==> src/rtl/axis_hex_pkg.sv <==
// Shared types and ASCII constants for the AXI-Stream hex transmitter.
package axis_hex_pkg;

  typedef enum logic [1:0] {
    IDLE  = 2'd0,
    DIGIT = 2'd1,
    CR    = 2'd2,
    LF    = 2'd3
  } state_e;

  localparam logic [7:0] ASCII_CR = 8'h0D;
  localparam logic [7:0] ASCII_LF = 8'h0A;
  localparam logic [7:0] ASCII_0  = 8'h30;
  localparam logic [7:0] ASCII_A  = 8'h41;

endpackage

==> src/rtl/hex_nibble_to_ascii.sv <==
// Combinational conversion of one 4-bit nibble to its uppercase ASCII hex digit.
module hex_nibble_to_ascii
  import axis_hex_pkg::*;
(
  input  logic [3:0] nibble_i,
  output logic [7:0] ascii_o
);

  always_comb begin
    if (nibble_i < 4'd10) ascii_o = ASCII_0 + {4'd0, nibble_i};
    else                  ascii_o = ASCII_A + {4'd0, nibble_i} - 8'd10;
  end

endmodule

==> src/rtl/axis_hex_tx.sv <==
// Converts each input word into an ASCII hex frame (MSB nibble first, optional CR LF).
// Handshake: a beat transfers on a rising edge where valid & ready are both high; valid never depends on ready.
module axis_hex_tx
  import axis_hex_pkg::*;
#(
  parameter int DATA_WIDTH   = 16,
  parameter int INCLUDE_CRLF = 1
) (
  input  logic                  aclk_i,
  input  logic                  arst_ni,
  input  logic                  s_axis_tvalid_i,
  output logic                  s_axis_tready_o,
  input  logic [DATA_WIDTH-1:0] s_axis_tdata_i,
  output logic                  m_axis_tvalid_o,
  input  logic                  m_axis_tready_i,
  output logic [7:0]            m_axis_tdata_o,
  output logic                  m_axis_tlast_o,
  output logic [11:0]           m_axis_tuser_o,
  output state_e                dbg_state_o
);

  localparam int NIBBLES = DATA_WIDTH / 4;
  localparam int IDX_W   = (NIBBLES > 1) ? $clog2(NIBBLES) : 1;
  localparam logic [IDX_W-1:0] TOP_IDX = IDX_W'(NIBBLES - 1);
  localparam bit CRLF = (INCLUDE_CRLF != 0);

  generate
    if (DATA_WIDTH < 4 || DATA_WIDTH > 64 || (DATA_WIDTH % 4) != 0) begin : g_bad_width
      $error("axis_hex_tx: DATA_WIDTH must be a multiple of 4 in 4..64");
    end
  endgenerate

  state_e                state_q, state_d;
  logic [DATA_WIDTH-1:0] data_q, data_d;
  logic [IDX_W-1:0]      idx_q, idx_d, next_idx;
  logic                  tvalid_q, tvalid_d;
  logic                  tready_q, tready_d;
  logic [7:0]            tdata_q, tdata_d;
  logic                  tlast_q, tlast_d;
  logic [11:0]           tuser_q, tuser_d;
  logic                  out_hs;

  logic [DATA_WIDTH-1:0] data_shifted;
  logic [7:0]            in_ascii, next_ascii;

  assign next_idx     = idx_q - IDX_W'(1);
  assign data_shifted = data_q >> {next_idx, 2'b00};
  assign out_hs       = tvalid_q & m_axis_tready_i;

  // First digit is converted straight from the input so it is ready the cycle after accept.
  hex_nibble_to_ascii u_in_conv (
    .nibble_i (s_axis_tdata_i[DATA_WIDTH-1 -: 4]),
    .ascii_o  (in_ascii)
  );

  hex_nibble_to_ascii u_next_conv (
    .nibble_i (data_shifted[3:0]),
    .ascii_o  (next_ascii)
  );

  always_comb begin
    state_d = state_q;
    data_d  = data_q;
    idx_d   = idx_q;
    tdata_d = tdata_q;
    tlast_d = tlast_q;
    tuser_d = tuser_q;
    case (state_q)
      IDLE: begin
        if (s_axis_tvalid_i && tready_q) begin
          state_d = DIGIT;
          data_d  = s_axis_tdata_i;
          idx_d   = TOP_IDX;
          tdata_d = in_ascii;
          tlast_d = (NIBBLES == 1) && !CRLF;
        end
      end
      DIGIT: begin
        if (out_hs) begin
          if (idx_q == '0) begin
            if (CRLF) begin
              state_d = CR;
              tdata_d = ASCII_CR;
              tlast_d = 1'b0;
            end else begin
              state_d = IDLE;
              tdata_d = 8'h00;
              tlast_d = 1'b0;
              tuser_d = tuser_q + 12'd1;
            end
          end else begin
            idx_d   = next_idx;
            tdata_d = next_ascii;
            tlast_d = (next_idx == '0) && !CRLF;
          end
        end
      end
      CR: begin
        if (out_hs) begin
          state_d = LF;
          tdata_d = ASCII_LF;
          tlast_d = 1'b1;
        end
      end
      LF: begin
        if (out_hs) begin
          state_d = IDLE;
          tdata_d = 8'h00;
          tlast_d = 1'b0;
          tuser_d = tuser_q + 12'd1;
        end
      end
      default: state_d = IDLE;
    endcase
    // Handshake flags are registered copies of the next state's decode.
    tvalid_d = (state_d != IDLE);
    tready_d = (state_d == IDLE);
  end

  always_ff @(posedge aclk_i or negedge arst_ni) begin
    if (!arst_ni) begin
      state_q  <= IDLE;
      data_q   <= '0;
      idx_q    <= '0;
      tvalid_q <= 1'b0;
      tready_q <= 1'b1;
      tdata_q  <= 8'h00;
      tlast_q  <= 1'b0;
      tuser_q  <= 12'd0;
    end else begin
      state_q  <= state_d;
      data_q   <= data_d;
      idx_q    <= idx_d;
      tvalid_q <= tvalid_d;
      tready_q <= tready_d;
      tdata_q  <= tdata_d;
      tlast_q  <= tlast_d;
      tuser_q  <= tuser_d;
    end
  end

  assign s_axis_tready_o = tready_q;
  assign m_axis_tvalid_o = tvalid_q;
  assign m_axis_tdata_o  = tdata_q;
  assign m_axis_tlast_o  = tlast_q;
  assign m_axis_tuser_o  = tuser_q;
  assign dbg_state_o     = state_q;

endmodule

==> config.mk <==
export PLATFORM = sky130hd
export DESIGN_NAME = axis_hex_tx
export DESIGN_NICKNAME = d
export VERILOG_FILES = /design/src/rtl/axis_hex_pkg.sv /design/src/rtl/hex_nibble_to_ascii.sv /design/src/rtl/axis_hex_tx.sv
export SDC_FILE = /design/constraint.sdc
export NUM_CORES = 1
export LEC_CHECK = 0
export ABC_AREA = 0
export BUFFER_PORTS_ARGS = -buffer_cell sky130_fd_sc_hd__buf_4
export CORE_MARGIN = 1
export CORE_UTILIZATION = 50
export CTS_CLUSTER_DIAMETER = 200
export DETAILED_ROUTE_END_ITERATION = 10
export GPL_ROUTABILITY_DRIVEN = 0
export HOLD_SLACK_MARGIN = 0.08
export PLACE_DENSITY_LB_ADDON = 0.08
export SYNTH_ARGS = -nofsm -noshare
export SYNTH_HDL_FRONTEND = slang
export SYNTH_HIERARCHICAL = 1
export SYNTH_SLANG_ARGS = --single-unit
==> constraint.sdc <==
create_clock -name aclk_i -period 2.7 [get_ports aclk_i]
set_input_delay 0.54 -clock aclk_i [delete_from_list [all_inputs] [get_ports aclk_i]]
set_output_delay 0.54 -clock aclk_i [all_outputs]
set_load 0.02 [all_outputs]
**Word-level counts from Yosys, hierarchy flattened**

Cells that the tools add are included.

- Add/subtract/negate cells: 8
- $mul: 0
- Div/mod/pow operators: 0
- Order comparisons: 2
- Equal/unequal tests: 9
- Shifts and indexed selects: 1
- Multiplexer cells: 22
- Bitwise logic cells: 1
- Reductions and logical operators: 12

Operators by type and width:

| kind | count |
|---|---|
| 8-bit 2-to-1 mux | 7 |
| 8-bit one-hot mux with 4 select lines | 1 |
| 7-bit by 4-bit adder with 8-bit output, first input constant | 2 |
| 2-bit 2-to-1 mux | 8 |
| 16-bit by 4-bit right shift with 4-bit output | 1 |
| 8-bit by 4-bit subtractor with 8-bit output, second input constant | 2 |
| 6-bit by 4-bit adder with 7-bit output, first input constant | 2 |
| 12-bit by 1-bit adder with 12-bit output, second input constant | 1 |
| 2-bit inequality test, second input constant | 5 |
| 4-bit < comparator, second input constant | 2 |
| 2-bit one-hot mux with 4 select lines | 1 |
| 4-bit AND reduction | 2 |
| 2-bit logical NOT | 3 |
| 2-bit equality test, second input constant | 2 |
| 2-bit one-hot mux with 2 select lines | 1 |
| 2-bit AND reduction | 2 |
| 2-bit nonzero test | 2 |
| 1-bit 2-to-1 mux | 3 |
| 1-bit one-hot mux with 3 select lines | 1 |
| 3-bit AND reduction | 1 |
| 2-bit by 1-bit equality test with 1-bit output, second input constant | 1 |
| 2-bit by 1-bit inequality test with 1-bit output, second input constant | 1 |
| 2-bit OR reduction | 1 |
| 2-bit by 1-bit subtractor with 2-bit output, second input constant | 1 |
| other kinds (2) | 2 |

- Flip-flop bits (word level): 43
- Latch bits: 0
- Memory bits (writable): 0
- ROM bits: 0
- Input port bits: 20
- Output and inout port bits: 25
- Logic and storage cells: 63
- Memories kept: 0

**Longest topological paths before layout**

Gate-level depths: netlist of run 1.

- Depth after elaboration: 8
- Gate-level depth with buffers: 11
- Depth with buffers taken out: 10

**Modules after synthesis**

The synthesis of run 1 kept the hierarchy.

By module, submodules not included:

| module | times used | cells an instance | area an instance (µm²) | seq. area each (µm²) |
|---|---|---|---|---|
| axis_hex_tx | 1 | 196 | 2044.5 | 1077.3 |
| hex_nibble_to_ascii | 2 | 16 | 105.1 | 0.0 |

**Least setup slack after synthesis of run 1**

OpenSTA, ideal clock, no wires.

- Kind: flip-flop to flip-flop
- Start point: register idx_q[0]
- End point: register tdata_q[2], in the netlist m_axis_tdata_o[2]
- Library setup time: 0.125 ns
- Data arrival time: 2.200 ns
- Required time: 2.575 ns
- Setup slack: 0.375 ns
- Stages on the path, launching flop included: 12
- Path buffers: 1
- Period minus slack after synthesis: 2.325 ns
- Cells stage by stage: dfrtp_1 > buf_2 > inv_1 > ha_1 > mux4_2 > inv_1 > ha_1 > nand2_2 > mux2_1 > inv_1 > a211oi_1 > mux2_2

- Longest elaborated chain between the ends: 8
- Elaborated cells on any way between the ends: 11
- Classes of those cells: add/sub: 4; order compare: 1; shift: 1; mux: 4; reduce/logical: 1

RTL lines:

| element | line | text |
|---|---|---|
| from (decl) | axis_hex_tx.sv:35 | `logic [IDX_W-1:0] idx_q, idx_d, next_idx;` |
| from (signal assigned) | axis_hex_tx.sv:133 | `idx_q <= idx_d;` |
| 2-bit by 1-bit subtractor with 2-bit output (*) | axis_hex_tx.sv:46 | `assign next_idx = idx_q - IDX_W'(1);` |
| 16-bit by 4-bit right shift with 4-bit output (*) | axis_hex_tx.sv:47 | `assign data_shifted = data_q >> {next_idx, 2'b00};` |
| via data_shifted[1] | axis_hex_tx.sv:43 | `logic [DATA_WIDTH-1:0] data_shifted;` |
| 7-bit by 4-bit adder with 8-bit output | hex_nibble_to_ascii.sv:11 | `else ascii_o = ASCII_A + {4'd0, nibble_i} - 8'd10;` |
| 8-bit by 4-bit subtractor with 8-bit output | hex_nibble_to_ascii.sv:11 |  |
| 8-bit 2-to-1 mux (*) | hex_nibble_to_ascii.sv:10 | `if (nibble_i < 4'd10) ascii_o = ASCII_0 + {4'd0, nibble_i};` |
| via next_ascii[2] | axis_hex_tx.sv:44 | `logic [7:0] in_ascii, next_ascii;` |
| 8-bit 2-to-1 mux (*) | axis_hex_tx.sv:80 | `if (idx_q == '0) begin` |
| 8-bit 2-to-1 mux (*) | axis_hex_tx.sv:79 | `if (out_hs) begin` |
| 8-bit one-hot mux with 4 select lines (*) | axis_hex_tx.sv:68 | `case (state_q)` |
| to (signal assigned) | axis_hex_tx.sv:136 | `tdata_q <= tdata_d;` |
| to (decl) | axis_hex_tx.sv:38 | `logic [7:0] tdata_q, tdata_d;` |

Mark *: on every way through the listed nets, which the timed path passes. The rest lies on a longest branch. The select of a mux whose other input is x is not followed.
A chain may end at the register's enable or synchronous reset.

**Worst setup path in the final report of run 1**

Same ends and word-level chain as after synthesis.

==> results of run 1 <==
[final cells by class]
cell class	instances	area, sq um
clock inverters	2	60.1
inverters	11	41.3
repair buffers	47	353
fillers	379	1610
multi-input cells	163	1070
clock buffers	6	72.6
flip-flops and latches	43	1080
well taps	52	65.1
[routing by layer]
layer	GRT usage	routed length, microns
met3	0.0512	194
met1	0.277	2130
met5	0	0
met2	0.326	2130
met4	0.0612	42
[Yosys cell counts, types with 2 or more instances]
library cell               instances
sky130_fd_sc_hd__mux4_2            4
sky130_fd_sc_hd__nand3_1           6
sky130_fd_sc_hd__dfrtp_1          42
sky130_fd_sc_hd__a211oi_1          2
sky130_fd_sc_hd__nor2b_1           5
sky130_fd_sc_hd__nor4_1            4
sky130_fd_sc_hd__o21a_1            2
sky130_fd_sc_hd__nand4_1           3
sky130_fd_sc_hd__o21ai_1           2
sky130_fd_sc_hd__nor3_1            6
sky130_fd_sc_hd__mux2_1            2
sky130_fd_sc_hd__nor3b_1           3
sky130_fd_sc_hd__a21oi_1           5
sky130_fd_sc_hd__nor2_1            6
sky130_fd_sc_hd__mux2_2            8
sky130_fd_sc_hd__buf_2             6
sky130_fd_sc_hd__nand2_2           2
sky130_fd_sc_hd__o21ai_0           6
sky130_fd_sc_hd__a22o_1            4
sky130_fd_sc_hd__nand2_1          58
sky130_fd_sc_hd__inv_1            11
sky130_fd_sc_hd__conb_1            2
sky130_fd_sc_hd__o211ai_1          2
sky130_fd_sc_hd__buf_4             3
sky130_fd_sc_hd__xnor2_1           6
sky130_fd_sc_hd__ha_1              4
sky130_fd_sc_hd__xor2_1            7
[placed cells by master, fill, tap and decap left out, types with 3 or more instances in the layout]
master | Yosys | final
sky130_fd_sc_hd__xnor2_1 | 6 | 6
sky130_fd_sc_hd__a21oi_1 | 5 | 5
sky130_fd_sc_hd__dfrtp_1 | 42 | 42
sky130_fd_sc_hd__inv_1 | 11 | 11
sky130_fd_sc_hd__nor4_1 | 4 | 4
sky130_fd_sc_hd__ha_1 | 4 | 4
sky130_fd_sc_hd__a22o_1 | 4 | 4
sky130_fd_sc_hd__nand4_1 | 3 | 3
sky130_fd_sc_hd__xor2_1 | 7 | 7
sky130_fd_sc_hd__nor3b_1 | 3 | 3
sky130_fd_sc_hd__mux4_2 | 4 | 4
sky130_fd_sc_hd__nor2b_1 | 5 | 5
sky130_fd_sc_hd__nor3_1 | 6 | 6
sky130_fd_sc_hd__nor2_1 | 6 | 6
sky130_fd_sc_hd__clkbuf_8 | 0 | 5
sky130_fd_sc_hd__o21ai_0 | 6 | 6
sky130_fd_sc_hd__mux2_2 | 8 | 8
sky130_fd_sc_hd__nand2_1 | 58 | 58
sky130_fd_sc_hd__buf_4 | 3 | 47
sky130_fd_sc_hd__nand3_1 | 6 | 6
[power by group through the flow]
stage	Clock [mW]	Sequential (mW)	Combinational (mW)
after floorplan	0	1.13	1.03
after global placement	0	1.12	1.43
after detailed placement	0	1.12	1.46
after CTS	0.602	1.11	1.47
after global routing	0.626	1.14	1.61
final	0.586	1.11	1.46
[final timing paths]
path                                         start            endpoint  cells past startpoint
worst max-delay path                      idx_q[0]   m_axis_tdata_o[2]                     10
worst min-delay path                       arst_ni   m_axis_tdata_o[6]                      1
worst max register to register            idx_q[0]   m_axis_tdata_o[2]                     10
worst min register to register  m_axis_tuser_o[11]  m_axis_tuser_o[11]                      1
max in group asynchronous                  arst_ni     s_axis_tready_o                      1
min in group aclk_i             s_axis_tdata_i[10]          data_q[10]                      3
[worst max-delay path, stage by stage, from the launching register on]
cell and delay, ns:
sky130_fd_sc_hd__dfrtp_1 0.36, sky130_fd_sc_hd__inv_1 0.06, sky130_fd_sc_hd__ha_1 0.39, sky130_fd_sc_hd__mux4_2 0.39
sky130_fd_sc_hd__inv_1 0.08, sky130_fd_sc_hd__ha_1 0.17, sky130_fd_sc_hd__nand2_2 0.06, sky130_fd_sc_hd__mux2_1 0.32
sky130_fd_sc_hd__inv_1 0.06, sky130_fd_sc_hd__a211oi_1 0.05, sky130_fd_sc_hd__mux2_2 0.28
[sequential cells by signal (all words and copies together), names as in the netlist]
name             cells
m_axis_tuser_o      12
m_axis_tdata_o       8
m_axis_tvalid_o      1
data_q              16
s_axis_tready_o      1
idx_q                2
dbg_state_o          2
m_axis_tlast_o       1
[stage by stage]
step,utilization,worst slack [ns],instances
floorplan,-,0.375,228
global placement,0.600,0.470,316
detailed placement,0.600,0.402,316
CTS,0.630,0.387,324
global route,0.630,0.279,324
finish,0.630,0.373,324
[logic make-up (layout without fill, tap and decap cells)]
family,after synthesis,count (layout)
AOI/OAI and AO/OA,29,29
xor gates and xnor gates,13,13
adders and majority gates,4,4
buffers and inverters,22,66
DFF,43,43
muxes,14,14
other,2,2
and+or+nand+nor,101,101
==> impl_metrics.xml, run 1 <==
<?xml version="1.0" encoding="UTF-8"?>
<metrics>
  <group name="status">
    <metric name="run_status" unit="">complete, no violations</metric>
  </group>
  <group name="sta">
    <metric name="worst-slew-pin-transition" unit="ns">0.710</metric>
    <metric name="relative_slew_margins" unit="">0.527</metric>
    <metric name="hold_slack" unit="ns">0.221</metric>
    <metric name="finalHoldViolCount" unit="">0</metric>
    <metric name="post-route-period-util" unit="">0.862</metric>
    <metric name="fin_worst_skew" unit="ns">0.00944</metric>
    <metric name="finalSetupTns" unit="ns">0</metric>
    <metric name="finalMaxSlewViolations" unit="">0</metric>
    <metric name="setup_violations" unit="">0</metric>
    <metric name="grt_setup_unrepaired" unit="">false</metric>
    <metric name="fmax" unit="GHz">0.430</metric>
    <metric name="timing.final.crit_period" unit="ns">2.33</metric>
  </group>
  <group name="floorplan">
    <metric name="core_area" unit="sq um">4350</metric>
    <metric name="initial_core_util" unit="">0.518</metric>
    <metric name="top_level_ports" unit="">45</metric>
    <metric name="die_area" unit="sq um">4780</metric>
    <metric name="die_x" unit="microns">69.2</metric>
    <metric name="placement_rows" unit="">24</metric>
    <metric name="die_height" unit="microns">69.2</metric>
  </group>
  <group name="yosys">
    <metric name="synth_top_cell_area_share" unit="">0.466</metric>
    <metric name="synth-edff-count" unit="">0</metric>
    <metric name="synthesized_netlist_net_count" unit="">252</metric>
    <metric name="syn-mean-instance-area" unit="sq um">9.89</metric>
    <metric name="synthesis.instances" unit="">228</metric>
    <metric name="synth-xor-area-share" unit="">0.0505</metric>
    <metric name="synth_seq_area_share" unit="">0.478</metric>
    <metric name="synth_area" unit="sq um">2250</metric>
    <metric name="synthTopCellsByArea" unit="">sky130_fd_sc_hd__dfrtp_1 47%, sky130_fd_sc_hd__nand2_1 9.7%, sky130_fd_sc_hd__mux2_2 4.0%</metric>
    <metric name="post_synth_fa_ha_maj_area_fraction" unit="">0.0222</metric>
    <metric name="synth.yosys.warnings" unit="">6</metric>
    <metric name="postSynth.asyncResetShare" unit="">1.00</metric>
    <metric name="basic_gate_share_of_the_synthesized_area_counting_and_or_nand_and_nor_cells" unit="">0.218</metric>
    <metric name="synthDominantAreaCellType" unit="">sky130_fd_sc_hd__dfrtp_1</metric>
    <metric name="synth_cell_types" unit="">44</metric>
    <metric name="ys.flop_type" unit="">sky130_fd_sc_hd__dfrtp_1</metric>
    <metric name="synth_mux_area_frac" unit="">0.0899</metric>
    <metric name="synth_top_family_by_area" unit="">simple AND/OR/NAND/NOR gates</metric>
    <metric name="synth_compound_gate_area_share" unit="">0.0899</metric>
    <metric name="postSynthRegisterBits" unit="">43</metric>
  </group>
  <group name="global_route">
    <metric name="grt.total_usage" unit="">0.205</metric>
    <metric name="maximum_number_of_pins_on_one_net_before_global_route_repair" unit="">44</metric>
    <metric name="grt_antenna_before_repair" unit="">0</metric>
    <metric name="grt_remaining_overflow" unit="">0</metric>
    <metric name="grt_pass1_vias" unit="">1651</metric>
    <metric name="grt_first_pass_wirelength" unit="mm">7.74</metric>
  </group>
  <group name="finish">
    <metric name="layout.cell_area.non_filler" unit="sq um">2740</metric>
    <metric name="layout-drive-gt1-share" unit="">0.268</metric>
    <metric name="design.final.nets" unit="">295</metric>
    <metric name="area.growth.synth_to_final" unit="%">21.7</metric>
    <metric name="n_antenna_cell" unit="">0</metric>
  </group>
  <group name="critical_path">
    <metric name="worst_reg2reg_setup_slack" unit="ns">0.37</metric>
    <metric name="worstSetupPathType" unit="">reg2reg</metric>
    <metric name="cp_max_fo" unit="">6</metric>
    <metric name="kind_of_capture_point_of_the_worst_setup_path" unit="">register</metric>
    <metric name="arrival_time_reported_for_the_critical_path_endpoint" unit="ns">2.52</metric>
    <metric name="startpoint_type" unit="">register</metric>
    <metric name="worst-endpoint-required" unit="ns">2.89</metric>
  </group>
  <group name="cts">
    <metric name="cts_buffer_depth" unit="">2</metric>
    <metric name="h_tree_lvl_count" unit="">2</metric>
    <metric name="clock_sink_count" unit="">43</metric>
    <metric name="ctsResizeCount" unit="">0</metric>
    <metric name="clock_tree_from_tritoncts" unit="">built</metric>
    <metric name="cts_post_setup_buffers_inserted" unit="">0</metric>
    <metric name="path_clk_slew" unit="ns">0.08</metric>
    <metric name="cts_root_buf" unit="">sky130_fd_sc_hd__clkbuf_8</metric>
    <metric name="number_of_cts_inserted_buffers" unit="">5</metric>
    <metric name="cts_hold_buffers" unit="">0</metric>
    <metric name="latest_clock_arrival_within_the_worst_skew_pair" unit="ns">0.30</metric>
  </group>
  <group name="power">
    <metric name="power.combinational.fraction" unit="">0.463</metric>
    <metric name="power" unit="mW">3.15</metric>
    <metric name="power.internal" unit="mW">1.96</metric>
    <metric name="sequentialPowerShare" unit="">0.351</metric>
    <metric name="switch_pwr" unit="mW">1.20</metric>
    <metric name="clockPowerShare" unit="">0.186</metric>
    <metric name="irDropWorstVdd" unit="uV">466</metric>
    <metric name="switching_share" unit="">0.379</metric>
    <metric name="power_density" unit="nW/um^2">1150</metric>
    <metric name="leakagePower" unit="nW">1.36</metric>
  </group>
  <group name="drt">
    <metric name="routed_via_density" unit="">5.34</metric>
    <metric name="drtAntennaViolNets" unit="">0</metric>
    <metric name="drt_drc_violations_left" unit="">0</metric>
    <metric name="drt_wl_total" unit="mm">4.50</metric>
    <metric name="routedWlPerCell" unit="microns">13.9</metric>
    <metric name="drt_iter0_drc" unit="">98</metric>
    <metric name="detailroute.via_count" unit="">1729</metric>
    <metric name="drt_pre_antenna_iters" unit="">5</metric>
  </group>
  <group name="place">
    <metric name="placement.cell_area" unit="sq um">2610</metric>
    <metric name="detailed_place_hpwl" unit="mm">3.14</metric>
    <metric name="portBuffers" unit="">44</metric>
  </group>
  <group name="flow_run">
    <metric name="maxCapViolations" unit="">0</metric>
  </group>
  <group name="hold_path">
    <metric name="hold_class" unit="">in2async</metric>
  </group>
</metrics>
Note: power is estimated with default switching activity, not from simulation.
==> run 2: changes to the inputs <==
- BUFFER_PORTS_ARGS: -buffer_cell sky130_fd_sc_hd__buf_4 -> unset
- CORE_ASPECT_RATIO: unset -> 0.6
- DONT_BUFFER_PORTS: unset -> 1
==> run 2 against run 1 <==
Against the previous run: worst hold slack got worse by 0.13 ns; sequential share of layout area rose by 4.4 points; setup slack got worse by 0.036 ns; core utilization fell by 4.4 points; sequential power rose by 9.9%; die area rose by 0.19%; non-clock buffer count fell by 41; first-iteration DRC count rose by 8.2%; highest routed layer unchanged.
==> impl_metrics.xml, run 2 (synthesis gave the netlist of run 1 again) <==
<?xml version="1.0" encoding="UTF-8"?>
<metrics>
  <group name="status">
    <metric name="run_status" unit="">complete, no violations</metric>
  </group>
  <group name="global_route">
    <metric name="grt_antenna_before_repair" unit="">0</metric>
    <metric name="maximum_number_of_pins_on_one_net_before_global_route_repair" unit="">44</metric>
    <metric name="grt_pass1_vias" unit="">1594</metric>
    <metric name="grt.total_usage" unit="">0.222</metric>
    <metric name="grt_remaining_overflow" unit="">0</metric>
    <metric name="grt_first_pass_wirelength" unit="mm">7.51</metric>
  </group>
  <group name="power">
    <metric name="sequentialPowerShare" unit="">0.398</metric>
    <metric name="leakagePower" unit="nW">1.16</metric>
    <metric name="power.combinational.fraction" unit="">0.411</metric>
    <metric name="power.internal" unit="mW">1.84</metric>
    <metric name="power_density" unit="nW/um^2">1240</metric>
    <metric name="clockPowerShare" unit="">0.191</metric>
    <metric name="switch_pwr" unit="mW">1.22</metric>
    <metric name="switching_share" unit="">0.398</metric>
    <metric name="irDropWorstVdd" unit="uV">510</metric>
  </group>
  <group name="drt">
    <metric name="routed_via_density" unit="">5.62</metric>
    <metric name="drt_iter0_drc" unit="">106</metric>
    <metric name="drtAntennaViolNets" unit="">0</metric>
    <metric name="drt_pre_antenna_iters" unit="">4</metric>
    <metric name="drt_wl_total" unit="mm">4.81</metric>
    <metric name="drt_drc_violations_left" unit="">0</metric>
    <metric name="routedWlPerCell" unit="microns">16.5</metric>
    <metric name="detailroute.via_count" unit="">1635</metric>
  </group>
  <group name="critical_path">
    <metric name="arrival_time_reported_for_the_critical_path_endpoint" unit="ns">2.54</metric>
    <metric name="worst-endpoint-required" unit="ns">2.88</metric>
    <metric name="crit-reg2reg-launch" unit="">idx_q[1]</metric>
    <metric name="cp_max_fo" unit="">6</metric>
    <metric name="worstSetupPathType" unit="">reg2reg</metric>
    <metric name="crit_end" unit="">m_axis_tdata_o[2]</metric>
    <metric name="crit_start" unit="">idx_q[1]</metric>
    <metric name="worst_reg2reg_setup_slack" unit="ns">0.34</metric>
    <metric name="reg2regPathDepth" unit="">10</metric>
    <metric name="kind_of_capture_point_of_the_worst_setup_path" unit="">register</metric>
    <metric name="r2r_end" unit="">m_axis_tdata_o[2]</metric>
    <metric name="startpoint_type" unit="">register</metric>
  </group>
  <group name="cts">
    <metric name="ctsResizeCount" unit="">0</metric>
    <metric name="cts_post_setup_buffers_inserted" unit="">0</metric>
    <metric name="clock_tree_from_tritoncts" unit="">built</metric>
    <metric name="clock_sink_count" unit="">43</metric>
    <metric name="h_tree_lvl_count" unit="">2</metric>
    <metric name="cts_root_buf" unit="">sky130_fd_sc_hd__clkbuf_8</metric>
    <metric name="cts_buffer_depth" unit="">2</metric>
    <metric name="cts_hold_buffers" unit="">1</metric>
    <metric name="latest_clock_arrival_within_the_worst_skew_pair" unit="ns">0.29</metric>
    <metric name="path_clk_slew" unit="ns">0.08</metric>
    <metric name="number_of_cts_inserted_buffers" unit="">5</metric>
  </group>
  <group name="floorplan">
    <metric name="initial_core_util" unit="">0.535</metric>
    <metric name="die_height" unit="microns">54.0</metric>
    <metric name="die_area" unit="sq um">4790</metric>
    <metric name="top_level_ports" unit="">45</metric>
    <metric name="die_x" unit="microns">88.7</metric>
    <metric name="placement_rows" unit="">18</metric>
    <metric name="core_area" unit="sq um">4210</metric>
  </group>
  <group name="sta">
    <metric name="timing.final.crit_period" unit="ns">2.36</metric>
    <metric name="finalMaxSlewViolations" unit="">0</metric>
    <metric name="finalHoldViolCount" unit="">0</metric>
    <metric name="worst-slew-pin-transition" unit="ns">0.603</metric>
    <metric name="fmax" unit="GHz">0.423</metric>
    <metric name="relative_slew_margins" unit="">0.598</metric>
    <metric name="fin_worst_skew" unit="ns">0.00427</metric>
    <metric name="post-route-period-util" unit="">0.875</metric>
    <metric name="grt_setup_unrepaired" unit="">false</metric>
    <metric name="layout_setup_ws" unit="ns">0.338</metric>
    <metric name="finalSetupTns" unit="ns">0</metric>
    <metric name="setup_violations" unit="">0</metric>
  </group>
  <group name="finish">
    <metric name="most_frequent_cells_in_the_layout" unit="">58 x sky130_fd_sc_hd__nand2_1, 42 x sky130_fd_sc_hd__dfrtp_1, 11 x sky130_fd_sc_hd__inv_1</metric>
    <metric name="n_antenna_cell" unit="">0</metric>
    <metric name="design.final.nets" unit="">254</metric>
    <metric name="layout-drive-gt1-share" unit="">0.139</metric>
    <metric name="max_reg_flops" unit="">16</metric>
    <metric name="layout.cell_area.non_filler" unit="sq um">2470</metric>
    <metric name="largest_register" unit="">data_q</metric>
    <metric name="mostFrequentLayoutCell" unit="">sky130_fd_sc_hd__nand2_1</metric>
    <metric name="area.growth.synth_to_final" unit="%">9.43</metric>
  </group>
  <group name="hold_path">
    <metric name="hold_class" unit="">in2async</metric>
  </group>
  <group name="flow_run">
    <metric name="maxCapViolations" unit="">0</metric>
  </group>
  <group name="place">
    <metric name="detailed_place_hpwl" unit="mm">3.65</metric>
    <metric name="place_ws" unit="ns">0.374</metric>
    <metric name="portBuffers" unit="">0</metric>
    <metric name="placement.cell_area" unit="sq um">2310</metric>
  </group>
</metrics>
==> run 2: changes by cell type in the layout (fill, tap and decap cells not counted) <==
| cell | before | now |
|---|---|---|
| sky130_fd_sc_hd__nor4bb_4 | 0 | 1 |
| sky130_fd_sc_hd__buf_4 | 47 | 5 |
| sky130_fd_sc_hd__nor4bb_2 | 1 | 0 |
| sky130_fd_sc_hd__buf_12 | 0 | 1 |
==> run 2: stage by stage <==
step / hold slack, ns / instances / total power, mW / utilization
2_1_floorplan: 0.244 / 228 / 2.17 / -
3_3_place_gp: 0.245 / 282 / 2.38 / 0.550
3_5_place_dp: 0.245 / 282 / 2.46 / 0.550
4_1_cts: 0.0904 / 291 / 3.07 / 0.586
5_1_grt: 0.0966 / 291 / 3.27 / 0.586
6_report: 0.0917 / 291 / 3.06 / 0.586
==> run 2: worst min path at each step <==
stage / slack (ns) / depth (start not counted) / end / startpoint
2_1_floorplan: 0.24 / 0 / data_q[0] / arst_ni
3_3_place_gp: 0.25 / 0 / m_axis_tuser_o[6] / arst_ni
3_5_place_dp: 0.25 / 0 / m_axis_tuser_o[5] / arst_ni
4_1_cts: 0.09 / 1 / data_q[9] / arst_ni
5_1_grt: 0.1 / 1 / data_q[11] / arst_ni
6_report: 0.09 / 1 / m_axis_tuser_o[5] / arst_ni
==> run 2: power groups by stage <==
stage / clock (mW) / combinational (mW) / sequential (mW)
final: 0.586 / 1.26 / 1.22
after global placement: 0 / 1.16 / 1.23
after floorplan: 0 / 1.03 / 1.13
after global routing: 0.620 / 1.40 / 1.25
after CTS: 0.596 / 1.25 / 1.22
after detailed placement: 0 / 1.23 / 1.23
==> run 2: worst max-delay path: stages, from the launching register on <==
cell                       delay [ns]
sky130_fd_sc_hd__dfrtp_1         0.35
sky130_fd_sc_hd__inv_1           0.06
sky130_fd_sc_hd__ha_1            0.40
sky130_fd_sc_hd__mux4_2          0.40
sky130_fd_sc_hd__inv_1           0.09
sky130_fd_sc_hd__ha_1            0.18
sky130_fd_sc_hd__nand2_2         0.06
sky130_fd_sc_hd__mux2_1          0.30
sky130_fd_sc_hd__inv_1           0.06
sky130_fd_sc_hd__a211oi_1        0.06
sky130_fd_sc_hd__mux2_2          0.29
==> run 2: layer usage <==
metal  global-route usage  vias to the layer above  share of wire
met5                    0                        -              0
met1                0.320                      806           0.51
met4               0.0672                        0         0.0067
met3               0.0613                        5          0.065
li1                     -                      779              -
met2                0.323                       45           0.42
==> run 2: area by class of cell <==
class,instances,area (sq um)
multi-input cells,163,1080
fillers,365,1740
inverters,11,41.3
clock inverters,2,60.1
flip-flops and latches,43,1080
repair buffers,6,57.6
clock buffers,6,72.6
well taps,60,75.1
==> run 3: changes to the inputs <==
- CORE_UTILIZATION: 50 -> 60
==> run 3 against run 2 <==
Against the previous run: worst hold slack lost 0.013 ns; sequential power is essentially flat; die area shrank 16%; setup slack lost 0.018 ns; clock-buffer cell count grew 1; clock skew grew 0.0036 ns; critical path depth shrank 2; cell area shrank 2.3%; flip-flop and latch count is the same; power shrank 4.0%; non-clock buffer count is the same; highest routed layer unchanged.
==> impl_metrics.xml, run 3 (synthesis gave the netlist of run 1 again) <==
<?xml version="1.0" encoding="UTF-8"?>
<metrics>
  <group name="global_route">
    <metric name="grt_remaining_overflow" unit="">0</metric>
    <metric name="grt.total_usage" unit="">0.285</metric>
    <metric name="grt_pass1_vias" unit="">1741</metric>
    <metric name="maximum_number_of_pins_on_one_net_before_global_route_repair" unit="">44</metric>
    <metric name="grt_antenna_before_repair" unit="">0</metric>
    <metric name="grt_first_pass_wirelength" unit="mm">8.32</metric>
  </group>
  <group name="critical_path">
    <metric name="arrival_time_reported_for_the_critical_path_endpoint" unit="ns">2.62</metric>
    <metric name="cp_max_fo" unit="">7</metric>
    <metric name="worst-endpoint-required" unit="ns">2.94</metric>
    <metric name="startpoint_type" unit="">register</metric>
    <metric name="critical_path.most_common_cell" unit="">sky130_fd_sc_hd__inv_1</metric>
    <metric name="worstSetupPathType" unit="">reg2reg</metric>
    <metric name="worst_path_max_delay_cell" unit="">sky130_fd_sc_hd__mux4_2</metric>
    <metric name="crit_chain" unit="">inv_1 -&gt; ha_1 -&gt; mux4_2 -&gt; o21ai_1 -&gt; xnor2_1 -&gt; inv_1 -&gt; a211oi_1 -&gt; mux2_2</metric>
    <metric name="kind_of_capture_point_of_the_worst_setup_path" unit="">register</metric>
    <metric name="cp_slowest_stage_delay" unit="ns">0.41</metric>
  </group>
  <group name="sta">
    <metric name="finalMaxSlewViolations" unit="">0</metric>
    <metric name="setup_violations" unit="">0</metric>
    <metric name="fmax" unit="GHz">0.420</metric>
    <metric name="fin_worst_skew" unit="ns">0.00786</metric>
    <metric name="timing.final.crit_period" unit="ns">2.38</metric>
    <metric name="finalHoldViolCount" unit="">0</metric>
    <metric name="layout_setup_ws" unit="ns">0.320</metric>
    <metric name="worst-slew-pin-transition" unit="ns">0.503</metric>
    <metric name="finalSetupTns" unit="ns">0</metric>
    <metric name="relative_slew_margins" unit="">0.663</metric>
    <metric name="hold_slack" unit="ns">0.0790</metric>
    <metric name="post-route-period-util" unit="">0.882</metric>
    <metric name="grt_setup_unrepaired" unit="">false</metric>
  </group>
  <group name="cts">
    <metric name="clock_tree_from_tritoncts" unit="">built</metric>
    <metric name="clock_sink_count" unit="">43</metric>
    <metric name="cts_buffer_depth" unit="">2</metric>
    <metric name="h_tree_lvl_count" unit="">2</metric>
    <metric name="cts_root_buf" unit="">sky130_fd_sc_hd__clkbuf_8</metric>
    <metric name="latest_clock_arrival_within_the_worst_skew_pair" unit="ns">0.29</metric>
    <metric name="ctsResizeCount" unit="">0</metric>
    <metric name="number_of_cts_inserted_buffers" unit="">5</metric>
    <metric name="path_clk_slew" unit="ns">0.08</metric>
    <metric name="cts_post_setup_buffers_inserted" unit="">0</metric>
  </group>
  <group name="status">
    <metric name="run_status" unit="">complete, no violations</metric>
  </group>
  <group name="floorplan">
    <metric name="die_x" unit="microns">81.1</metric>
    <metric name="core_area" unit="sq um">3420</metric>
    <metric name="top_level_ports" unit="">45</metric>
    <metric name="placement_rows" unit="">16</metric>
    <metric name="initial_core_util" unit="">0.659</metric>
    <metric name="die_height" unit="microns">49.5</metric>
    <metric name="die_area" unit="sq um">4020</metric>
  </group>
  <group name="place">
    <metric name="detailed_place_hpwl" unit="mm">3.71</metric>
    <metric name="dpl.cell_count" unit="">267</metric>
    <metric name="placement.cell_area" unit="sq um">2290</metric>
    <metric name="place_ws" unit="ns">0.375</metric>
    <metric name="portBuffers" unit="">0</metric>
  </group>
  <group name="drt">
    <metric name="detailroute.via_count" unit="">1724</metric>
    <metric name="drtAntennaViolNets" unit="">0</metric>
    <metric name="drt_wl_total" unit="mm">5.01</metric>
    <metric name="drt_iter0_drc" unit="">119</metric>
    <metric name="drt_drc_violations_left" unit="">0</metric>
    <metric name="routedWlPerCell" unit="microns">18.1</metric>
    <metric name="routed_via_density" unit="">6.25</metric>
    <metric name="drt_pre_antenna_iters" unit="">4</metric>
  </group>
  <group name="power">
    <metric name="power" unit="mW">2.94</metric>
    <metric name="power.combinational.fraction" unit="">0.436</metric>
    <metric name="clockPowerShare" unit="">0.153</metric>
    <metric name="power_density" unit="nW/um^2">1220</metric>
    <metric name="switch_pwr" unit="mW">1.24</metric>
    <metric name="power.internal" unit="mW">1.70</metric>
    <metric name="leakagePower" unit="nW">1.14</metric>
    <metric name="switching_share" unit="">0.421</metric>
    <metric name="irDropWorstVdd" unit="uV">604</metric>
    <metric name="sequentialPowerShare" unit="">0.411</metric>
  </group>
  <group name="finish">
    <metric name="area.growth.synth_to_final" unit="%">6.94</metric>
    <metric name="n_antenna_cell" unit="">0</metric>
    <metric name="postLayoutCoreUtil" unit="">0.704</metric>
    <metric name="n_fill_cell" unit="">262</metric>
    <metric name="mostFrequentLayoutCell" unit="">sky130_fd_sc_hd__nand2_1</metric>
    <metric name="layout.cell_area.non_filler" unit="sq um">2410</metric>
    <metric name="most_frequent_cells_in_the_layout" unit="">58 x sky130_fd_sc_hd__nand2_1, 42 x sky130_fd_sc_hd__dfrtp_1, 11 x sky130_fd_sc_hd__inv_1</metric>
    <metric name="design.final.nets" unit="">254</metric>
    <metric name="instances_no_fill" unit="">276</metric>
    <metric name="layout-drive-gt1-share" unit="">0.143</metric>
    <metric name="largest_register" unit="">data_q</metric>
    <metric name="max_reg_flops" unit="">16</metric>
  </group>
  <group name="hold_path">
    <metric name="hold_class" unit="">in2async</metric>
  </group>
  <group name="flow_run">
    <metric name="maxCapViolations" unit="">0</metric>
  </group>
</metrics>
run 3: power by group through the flow:
| stage | sequential (mW) | clock, mW | combinational, mW |
|---|---|---|---|
| final | 1.21 | 0.450 | 1.28 |
| after floorplan | 1.13 | 0 | 1.03 |
| after global placement | 1.20 | 0 | 1.15 |
| after global routing | 1.24 | 0.487 | 1.42 |
| after CTS | 1.21 | 0.459 | 1.27 |
| after detailed placement | 1.22 | 0 | 1.25 |
run 3: area by class of cell:
cell class,instances,area (sq um),area share
clock inverter,1,7.51,0.00311
inverter,11,41.3,0.0171
clock buffer,7,96.3,0.0400
timing repair buffer,6,57.6,0.0239
tap,45,56.3,0.0234
sequential,43,1080,0.447
multi-input combinational,163,1070,0.446
run 3: worst paths after layout:
| kind | cells past startpoint | slack (ns) | from | endpoint |
|---|---|---|---|---|
| min in group aclk_i | 2 | 0.35 | s_axis_tdata_i[8] | data_q[8] |
| max reg2reg | 8 | 0.32 | idx_q[0] | m_axis_tdata_o[0] |
| max | 8 | 0.32 | idx_q[0] | m_axis_tdata_o[0] |
| min | 1 | 0.08 | arst_ni | data_q[7] |
| min reg2reg | 2 | 0.49 | data_q[11] | data_q[11] |
| max in group asynchronous | 1 | 2.37 | arst_ni | s_axis_tready_o |
run 3: layer usage:
metal | GRT usage | vias to the layer above | part of all wire
met4 | 0.0685 | 0 | 0.0096
met1 | 0.424 | 859 | 0.46
li1 | - | 778 | -
met2 | 0.410 | 81 | 0.44
met3 | 0.0833 | 6 | 0.092
met5 | 0 | - | 0
run 3: timing repair:
| action | in CTS | in global routing |
|---|---|---|
| hold endpoints to repair | 43 | 0 |
| hold buffers | 1 | 0 |
| endpoints found under the setup margin | 0 | 0 |
run 3: worst max-delay path, delay by kind of cell (launching register included):
kind                       cells  cell delay (ns)
adders and majority gates      1             0.40
buffers and inverters          2             0.11
DFF                            1             0.35
muxes                          2             0.64
xor gates and xnor gates       1             0.16
AOI/OAI and AO/OA              2             0.66
